File: config.mk
export PLATFORM = sky130hd
export DESIGN_NAME = rr_demux_dispatch_1x4_flat
export DESIGN_NICKNAME = d
export VERILOG_FILES = /design/src/rtl/rr_demux_dispatch_1x4_pkg.sv /design/src/rtl/rr_demux_dispatch_1x4_if.sv /design/src/rtl/rr_demux_dispatch_1x4_demux.sv /design/src/rtl/rr_demux_dispatch_1x4.sv /design/src/flat_wrapper.sv
export SDC_FILE = /design/constraint.sdc
export NUM_CORES = 1
export LEC_CHECK = 0
export ABC_AREA = 1
export ABC_CLOCK_PERIOD_IN_PS = 2090
export BUFFER_PORTS_ARGS = -buffer_cell sky130_fd_sc_hd__buf_2
export CORE_MARGIN = 4
export CORE_UTILIZATION = 32
export CTS_CLUSTER_SIZE = 40
export DETAILED_ROUTE_END_ITERATION = 10
export HOLD_SLACK_MARGIN = 0.1
export SYNTH_ARGS = -nofsm -noshare
export SYNTH_HDL_FRONTEND = slang
export SYNTH_SLANG_ARGS = --single-unit
export TNS_END_PERCENT = 10
File: constraint.sdc
create_clock -name clk -period 2.09 [get_ports clk]
set_clock_uncertainty 0.2 [all_clocks]
set_input_delay 0 -clock clk [delete_from_list [all_inputs] [get_ports clk]]
set_output_delay 0 -clock clk [all_outputs]
set_load 0.03 [all_outputs]
File: src/rtl/rr_demux_dispatch_1x4_pkg.sv
// rtl/rr_demux_dispatch_1x4_pkg.sv - shared lane types and skip-busy lane search for the dispatcher
package dispatch_pkg;

    localparam int NUM_LANES = 4;

    typedef logic [1:0] lane_idx_t;

    // First free lane scanning ptr, ptr+1, ... (mod 4); falls back to ptr when none is free.
    function automatic lane_idx_t next_free(lane_idx_t ptr, logic [NUM_LANES-1:0] free_mask);
        lane_idx_t res;
        lane_idx_t cand;
        res = ptr;
        for (int k = NUM_LANES - 1; k >= 0; k--) begin
            cand = ptr + 2'(k);
            if (free_mask[cand]) begin
                res = cand;
            end
        end
        return res;
    endfunction

endpackage

File: src/rtl/rr_demux_dispatch_1x4_if.sv
// rtl/rr_demux_dispatch_1x4_if.sv - producer stream and four lane handshakes of the dispatcher
interface rr_demux_dispatch_1x4_if
    import dispatch_pkg::*;
#(
    parameter int WIDTH = 2
) ();

    logic [WIDTH-1:0]                  in_data;
    logic                              in_valid;
    logic                              in_ready;
    logic [NUM_LANES-1:0][WIDTH-1:0]   outp;
    logic [NUM_LANES-1:0]              out_valid;
    logic [NUM_LANES-1:0]              out_ready;

    modport slave (
        input  in_data, in_valid, out_ready,
        output in_ready, outp, out_valid
    );

    modport master (
        output in_data, in_valid, out_ready,
        input  in_ready, outp, out_valid
    );

endinterface

File: src/rtl/rr_demux_dispatch_1x4_demux.sv
// rtl/rr_demux_dispatch_1x4_demux.sv - 1-to-4 demux, unselected outputs driven to zero
module demux_1x4
    import dispatch_pkg::*;
#(
    parameter int WIDTH = 1
) (
    input  logic [WIDTH-1:0]                 din,
    input  lane_idx_t                        sel,
    output logic [NUM_LANES-1:0][WIDTH-1:0]  dout
);

    always_comb begin
        dout      = '0;
        dout[sel] = din;
    end

endmodule

File: src/rtl/rr_demux_dispatch_1x4.sv
// rtl/rr_demux_dispatch_1x4.sv - round-robin dispatcher feeding four 1-entry lane holding slots
module rr_demux_dispatch_1x4
    import dispatch_pkg::*;
#(
    parameter int WIDTH     = 2,
    parameter int SKIP_BUSY = 0,
    parameter int CNT_W     = 16
) (
    input  logic                  clk,
    input  logic                  rst,
    input  logic                  en,
    rr_demux_dispatch_1x4_if.slave bus,
    output lane_idx_t             sel,
    output logic [CNT_W-1:0]      dispatched_count
);

    lane_idx_t                        ptr;
    lane_idx_t                        tgt;
    logic [NUM_LANES-1:0]             lane_valid;
    logic [NUM_LANES-1:0][WIDTH-1:0]  lane_data;
    logic [NUM_LANES-1:0]             free;
    logic [NUM_LANES-1:0][0:0]        stb_raw;
    logic [NUM_LANES-1:0]             wr_stb;
    logic [NUM_LANES-1:0][WIDTH-1:0]  wr_data;
    logic                             accept;

    // A lane draining this cycle counts as free so it can be refilled without a bubble.
    assign free = ~lane_valid | bus.out_ready;

    always_comb begin
        tgt = ptr;
        if (SKIP_BUSY != 0) begin
            tgt = next_free(ptr, free);
        end
    end

    assign sel          = tgt;
    assign bus.in_ready = en & ~rst & free[tgt];
    assign accept       = bus.in_valid & bus.in_ready;

    demux_1x4 #(.WIDTH(1)) u_stb_demux (
        .din  (1'b1),
        .sel  (tgt),
        .dout (stb_raw)
    );

    demux_1x4 #(.WIDTH(WIDTH)) u_data_demux (
        .din  (bus.in_data),
        .sel  (tgt),
        .dout (wr_data)
    );

    assign wr_stb = stb_raw & {NUM_LANES{accept}};

    always_ff @(posedge clk) begin
        if (rst) begin
            ptr              <= '0;
            dispatched_count <= '0;
            lane_valid       <= '0;
            lane_data        <= '0;
        end else begin
            if (accept) begin
                ptr              <= tgt + 2'd1;
                dispatched_count <= dispatched_count + CNT_W'(1);
            end
            for (int i = 0; i < NUM_LANES; i++) begin
                if (wr_stb[i]) begin
                    lane_valid[i] <= 1'b1;
                    lane_data[i]  <= wr_data[i];
                end else if (lane_valid[i] && bus.out_ready[i]) begin
                    lane_valid[i] <= 1'b0;
                    lane_data[i]  <= '0;
                end
            end
        end
    end

    assign bus.out_valid = lane_valid;
    assign bus.outp      = lane_data;

endmodule

File: src/flat_wrapper.sv
// flat-port wrapper written by rule: the top's interface ports become plain ports
module rr_demux_dispatch_1x4_flat import dispatch_pkg::*;
#(
    parameter int WIDTH     = 2,
    parameter int SKIP_BUSY = 0,
    parameter int CNT_W     = 16
)
  (clk, rst, en, sel, dispatched_count, bus_in_data, bus_in_valid, bus_out_ready, bus_in_ready, bus_outp, bus_out_valid);
  rr_demux_dispatch_1x4_if #(.WIDTH(WIDTH)) bus_i ();
  input  logic clk;
  input  logic rst;
  input  logic en;
  output lane_idx_t sel;
  output logic [CNT_W-1:0] dispatched_count;
  input wire logic [$bits(bus_i.in_data)-1:0] bus_in_data;
  input wire logic [$bits(bus_i.in_valid)-1:0] bus_in_valid;
  input wire logic [$bits(bus_i.out_ready)-1:0] bus_out_ready;
  output wire logic [$bits(bus_i.in_ready)-1:0] bus_in_ready;
  output wire logic [$bits(bus_i.outp)-1:0] bus_outp;
  output wire logic [$bits(bus_i.out_valid)-1:0] bus_out_valid;
  assign bus_i.in_data = bus_in_data;
  assign bus_i.in_valid = bus_in_valid;
  assign bus_i.out_ready = bus_out_ready;
  assign bus_in_ready = bus_i.in_ready;
  assign bus_outp = bus_i.outp;
  assign bus_out_valid = bus_i.out_valid;
  rr_demux_dispatch_1x4 #(.WIDTH(WIDTH), .SKIP_BUSY(SKIP_BUSY), .CNT_W(CNT_W)) u_core (.clk(clk), .rst(rst), .en(en), .bus(bus_i), .sel(sel), .dispatched_count(dispatched_count));
endmodule
Yosys cells after proc, flatten, opt, wreduce, memory -nomap -nowiden:

Cells that the tools add are included.

* flip-flop bits (word level): 30
* input port bits: 10
* output and inout bits: 31
* word-level logic and storage cells: 53

* $add $sub $neg: 2
* $lt $le $gt $ge: 2
* mux-type cells: 22
* bitwise operators: 8
* reduce and logical (&&, ||, !) cells: 9

Operators with widths (number)
* 2-bit two-way mux: 9
* 16-bit by 1-bit adder with 16-bit output (second input constant): 1
* 1-bit two-way mux: 10
* 8-bit AND: 1
* 2-bit nonzero test: 4
* 1-bit logical AND: 5
* 4-bit AND: 1
* 2-bit demux with 2-bit select: 1
* 4-bit inverter: 1
* 4-bit bitwise OR: 1
* 1-bit AND: 3
* 2-bit by 3-bit less-than comparator with 1-bit output (second input constant): 1
* 2-bit by 1-bit adder with 2-bit output (second input constant): 1
* 1-bit binary-select mux with 2-bit select: 1
* 1-bit demux with 2-bit select: 1
* 2-bit by 1-bit greater-or-equal comparator with 1-bit output (second input constant): 1
* 1-bit inverter: 1

Longest topological paths before layout:

* word-level depth: 8
* depth in mapped cells: 12
* mapped depth without buffers: 11

Modules after synthesis:

Synthesis repeated with hierarchy kept, for this count alone.

* cells, all modules: 232
* area total of the unflattened synthesis: 1665.3 µm²

By module, submodules not included
* rr_demux_dispatch_1x4: times used 1, cells an instance 208, area each 1575.3 µm², seq. area each 600.6 µm²
* demux_1x4 (u_core.u_data_demux): times used 1, cells an instance 16, area each 60.1 µm², seq. area each 0.0 µm²
* demux_1x4 (u_core.u_stb_demux): times used 1, cells an instance 8, area each 30.0 µm², seq. area each 0.0 µm²

Least setup slack after synthesis:

Ideal clock, no wire load.

* path type: register -> register
* start point: reg u_core.ptr[0], in the netlist u_core.sel[0]
* end point: reg u_core.dispatched_count[7]
* library setup time: 0.132 ns
* data arrival time: 1.609 ns
* data required time: 1.758 ns
* slack: 0.149 ns
* stages on the path, launching flop included: 12
* buffers on the path: 2
* clock period less this slack: 1.941 ns
* cells stage by stage: dfxtp_1 inv_2 nand3_2 nand2_2 nand2_2 nand2_2 nor2_8 nand2_4 buf_6 buf_6 nand2_1 a21oi_1

* longest elaborated chain between the ends: 4

Ends and longest elaborated chain
* start, declared: RTL line rr_demux_dispatch_1x4.sv:17 `lane_idx_t ptr;`
* start signal, assigned: RTL line rr_demux_dispatch_1x4.sv:63 `ptr <= tgt + 2'd1;`
* 1-bit binary-select mux with 2-bit select: RTL line rr_demux_dispatch_1x4.sv:38 `assign bus.in_ready = en & ~rst & free[tgt];`
* 1-bit two-way mux (not written as such): RTL line rr_demux_dispatch_1x4.sv:38
* 1-bit AND: RTL line rr_demux_dispatch_1x4.sv:38
* via bus_in_ready: RTL line flat_wrapper.sv:18 `output wire logic [$bits(bus_i.in_ready)-1:0] bus_in_ready;`
* 1-bit AND: RTL line rr_demux_dispatch_1x4.sv:39 `assign accept = bus.in_valid & bus.in_ready;`
* end signal, assigned: RTL line rr_demux_dispatch_1x4.sv:64 `dispatched_count <= dispatched_count + CNT_W'(1);`
* end, declared: RTL line rr_demux_dispatch_1x4.sv:14 `output logic [CNT_W-1:0] dispatched_count`

The timed path passes the listed nets, and every way through them passes these cells. The select of a mux whose other input is x is not followed.
A chain may end at the register's enable or synchronous reset.

Worst setup path after layout:

* start point: reg u_core.ptr[0], in the netlist u_core.sel[0]
* end point: reg u_core.lane_data, in the netlist u_core.bus.outp[0]

* longest elaborated chain between the ends: 6
* elaborated cells on any way between the ends: 15
* those cells by class: order compare (2); mux (7); bitwise (4); reduce/logical (2)

Ends and longest elaborated chain
* 2-bit by 3-bit less-than comparator with 1-bit output (not written as such), or another cell as far along: RTL line rr_demux_dispatch_1x4_demux.sv:14 `dout[sel] = din;`
* 1-bit logical AND (not written as such) / 1-bit two-way mux (equally long branches): RTL line rr_demux_dispatch_1x4_demux.sv:14, rr_demux_dispatch_1x4.sv:38
* 2-bit two-way mux (not written as such), or another cell as far along: RTL line rr_demux_dispatch_1x4_demux.sv:14
* 2-bit demux with 2-bit select, or another cell as far along: RTL line rr_demux_dispatch_1x4_demux.sv:14
* 8-bit AND (no line) / 4-bit AND (equally long branches)
* 2-bit two-way mux / 2-bit nonzero test (equally long branches)
* end signal, assigned by index: RTL line rr_demux_dispatch_1x4.sv:69 `lane_data[i] <= wr_data[i];`
* end, declared: RTL line rr_demux_dispatch_1x4.sv:20 `logic [NUM_LANES-1:0][WIDTH-1:0] lane_data;`

Parallel ways exist; a longest one is shown, timed or not. The select of a mux whose other input is x is not followed.

==> results.cfg <==
[hold_path]
hold_path_class = flip-flop to flip-flop
hp-start = u_core.bus.outp[1]

[critical_path]
cp-end-kind = flip-flop
crit_type = flip-flop to flip-flop
worst_ep_arrival_time_ns = 1.95
start_kind = flip-flop
crit_required_ns = 2.11
max_stage_delay_ns = 0.57
timing.rr.start = u_core.sel[0]
crit_chain = inv_2 -> nand2_1 -> nand3_4 -> nand2_4 -> nor2_8 -> nand4_1 -> dlygate4sd3_1 -> a21oi_1
critPathLaunch = u_core.sel[0]
critPathMaxFanout = 6
slowest_stage = dlygate4sd3_1

[logic_synthesis]
synthCells = 212
yosysWarnings = 0
synth_compound_area_frac = 0.109
synthSimpleGateAreaFrac = 0.343
yosys.cell_types.count = 22
synth_top_family_by_area = simple AND/OR/NAND/NOR gates
synth_xor_area_frac = 0.0507
synthAdderAreaFrac = 0.0402
synth_top_area_frac = 0.386
ys_seq_area_frac = 0.386
synthMuxAreaShare = 0
ys_ff_latch = 30
yosys.area.top_type = dfxtp_1
syn_nets = 227
synth.area.top_cells = dfxtp_1, nand2_1, a21oi_1
avgSynthCellArea_um2 = 7.34
synth_area_mm2 = 0.00156

[global_route]
overflow = 0
grt_pass1_wl_mm = 6.97
grt_pass1_vias = 1562
grt_util_met3 = 0.0476
antenna_found_initial = 0
grt_max_degree = 23
grtUsageMet2 = 0.223
met1_usage = 0.181
top_usage_layer = met2
track_usage = 0.142

[timing]
finalHoldViolCount = 0
worst_slack_ns = 0.163
maxSlewViolCount = 0
period_share = 0.922
fin_setup_tns_ns = 0
max_freq_mhz = 519
grt_setup_unrepaired = no
hold_ws_ns = 0.283
period_needed_ns = 1.93
setup-violations-final = 0
max_slew_margin = 0.668
tightest_slew_ns = 0.494

[floorplanning]
num_io_pins = 41
core_area_mm2 = 0.00472
die-area_mm2 = 0.00604
rows = 25
die_w_um = 77.7
die_y_um = 77.7
initial_core_util = 0.329

[clocking]
clockRootBuffer = clkbuf_8
tritoncts = built
cts_buffers = 5
cts.clk_slew.worst_paths_ns = 0.07
clock_latency_ns = 0.28
clock_path_buffers = 2
cts-htree-levels = 2
cts_sinks = 30

[route]
drt_wl_total_mm = 3.99
drtIter0Drc = 87
via_count = 1608
drt-wirelength-per-cell_um = 11.8
via_per_inst = 4.74
ant_nets = 0
drc = 0
drtPass1Iterations = 4

[run_status]
status = completed

[placement]
place.gp.congestion = 0.830
dp_worst_setup_slack_ns = 0.297
portBuffers = 40
dp_hpwl_mm = 2.86

[power_and_ir_drop]
p_clk_frac = 0.402
p_seq_frac = 0.489
power_mw = 1.20
p_sw_frac = 0.255
p_comb_frac = 0.109
power.internal_uw = 893
vdd_drop_max_uv = 295
power.switching_uw = 305
power_density_mw_per_mm2 = 577
p_leak_nw = 0.831

[layout]
nNetsFinal = 286
final_cell_mix = nand2_1, buf_2, dfxtp_1
layout_commonest_cell = nand2_1
area_growth_pct = 33.5
drive_gt1_frac = 0.257
antenna_cells = 0

[run]
maxCapViolCount = 0
## per-layer routing
layer	wire length, µm	part of all wire
met5	0	0
met3	272	0.068
met1	1910	0.48
met2	1760	0.44
met4	53	0.013
## Yosys cell counts
cell type and n:
nor2_2 1, xnor2_1 2, nand3b_1 1, nor2_8 1
xor2_1 7, dfxtp_1 30, a21oi_1 29, clkbuf_1 3
inv_2 1, nand4_1 14, inv_1 15, clkinv_2 1
nor3_1 6, nand3_1 17, buf_6 3, nand2_4 1
ha_1 5, nand3_2 2, o21ai_0 5, nand2_2 4
nor2_1 16, nand2_1 48
## flip-flops by register name, indices dropped and copies added (netlist names)
name and count:
u_core.dispatched_count 16, u_core.bus.outp 8, u_core.bus.out_valid 4, u_core.sel 2
## timing repair
item	in CTS	in global routing
gates resized for setup	0	8
endpoints found under the hold margin	30	0
buffers inserted	0	3
hold buffers	12	0
setup endpoints to repair	0	3
## layout make-up
cell class              instances  area, µm²
repair buffers                 58        365
flip-flops and latches         30        603
clock inverters                 1       5.00
clock buffers                   7       86.3
well taps                      67       83.8
inverters                      17       68.8
multi-input cells             159        865
fillers                       503       2650
## through the flow
stage	std cells	utilization	area, µm²
6_report	339	0.440	2080
5_1_grt	339	0.440	2080
4_1_cts	337	0.431	2040
3_5_place_dp	317	0.386	1820
3_3_place_gp	317	0.386	1820
2_1_floorplan	212	-	1560
## cells by family after synthesis
kind of cell             after synthesis
AO/OA/AOI/OAI                         34
adder cells (fa/ha/maj)                5
AND/OR/NAND/NOR                      111
XOR/XNOR                               9
buffers and inverters                 23
flip-flops                            30
## critical path, delay by kind of cell, from the launching register on
family	cells	cell delay, ns
AO/OA/AOI/OAI	1	0.13
buffers and inverters	2	0.68
flip-flops	1	0.35
AND/OR/NAND/NOR	5	0.50
## worst paths after layout
path                              to  slack (ns)  cells past startpoint
setup / recovery  u_core.bus.outp[0]        0.16                      8
setup reg to reg  u_core.bus.outp[0]        0.16                      8
hold / removal    u_core.bus.outp[1]        0.28                      2
hold reg to reg   u_core.bus.outp[1]        0.28                      2
## power by group through the flow
stage          clock [mW]  sequential [mW]  combinational, mW
2_1_floorplan           0            0.613             0.0570
3_3_place_gp            0            0.598              0.108
3_5_place_dp            0            0.598              0.108
4_1_cts             0.493            0.585              0.122
5_1_grt             0.525            0.587              0.144
6_report            0.482            0.586              0.130
No activity file was read; power rests on OpenSTA's default activity.
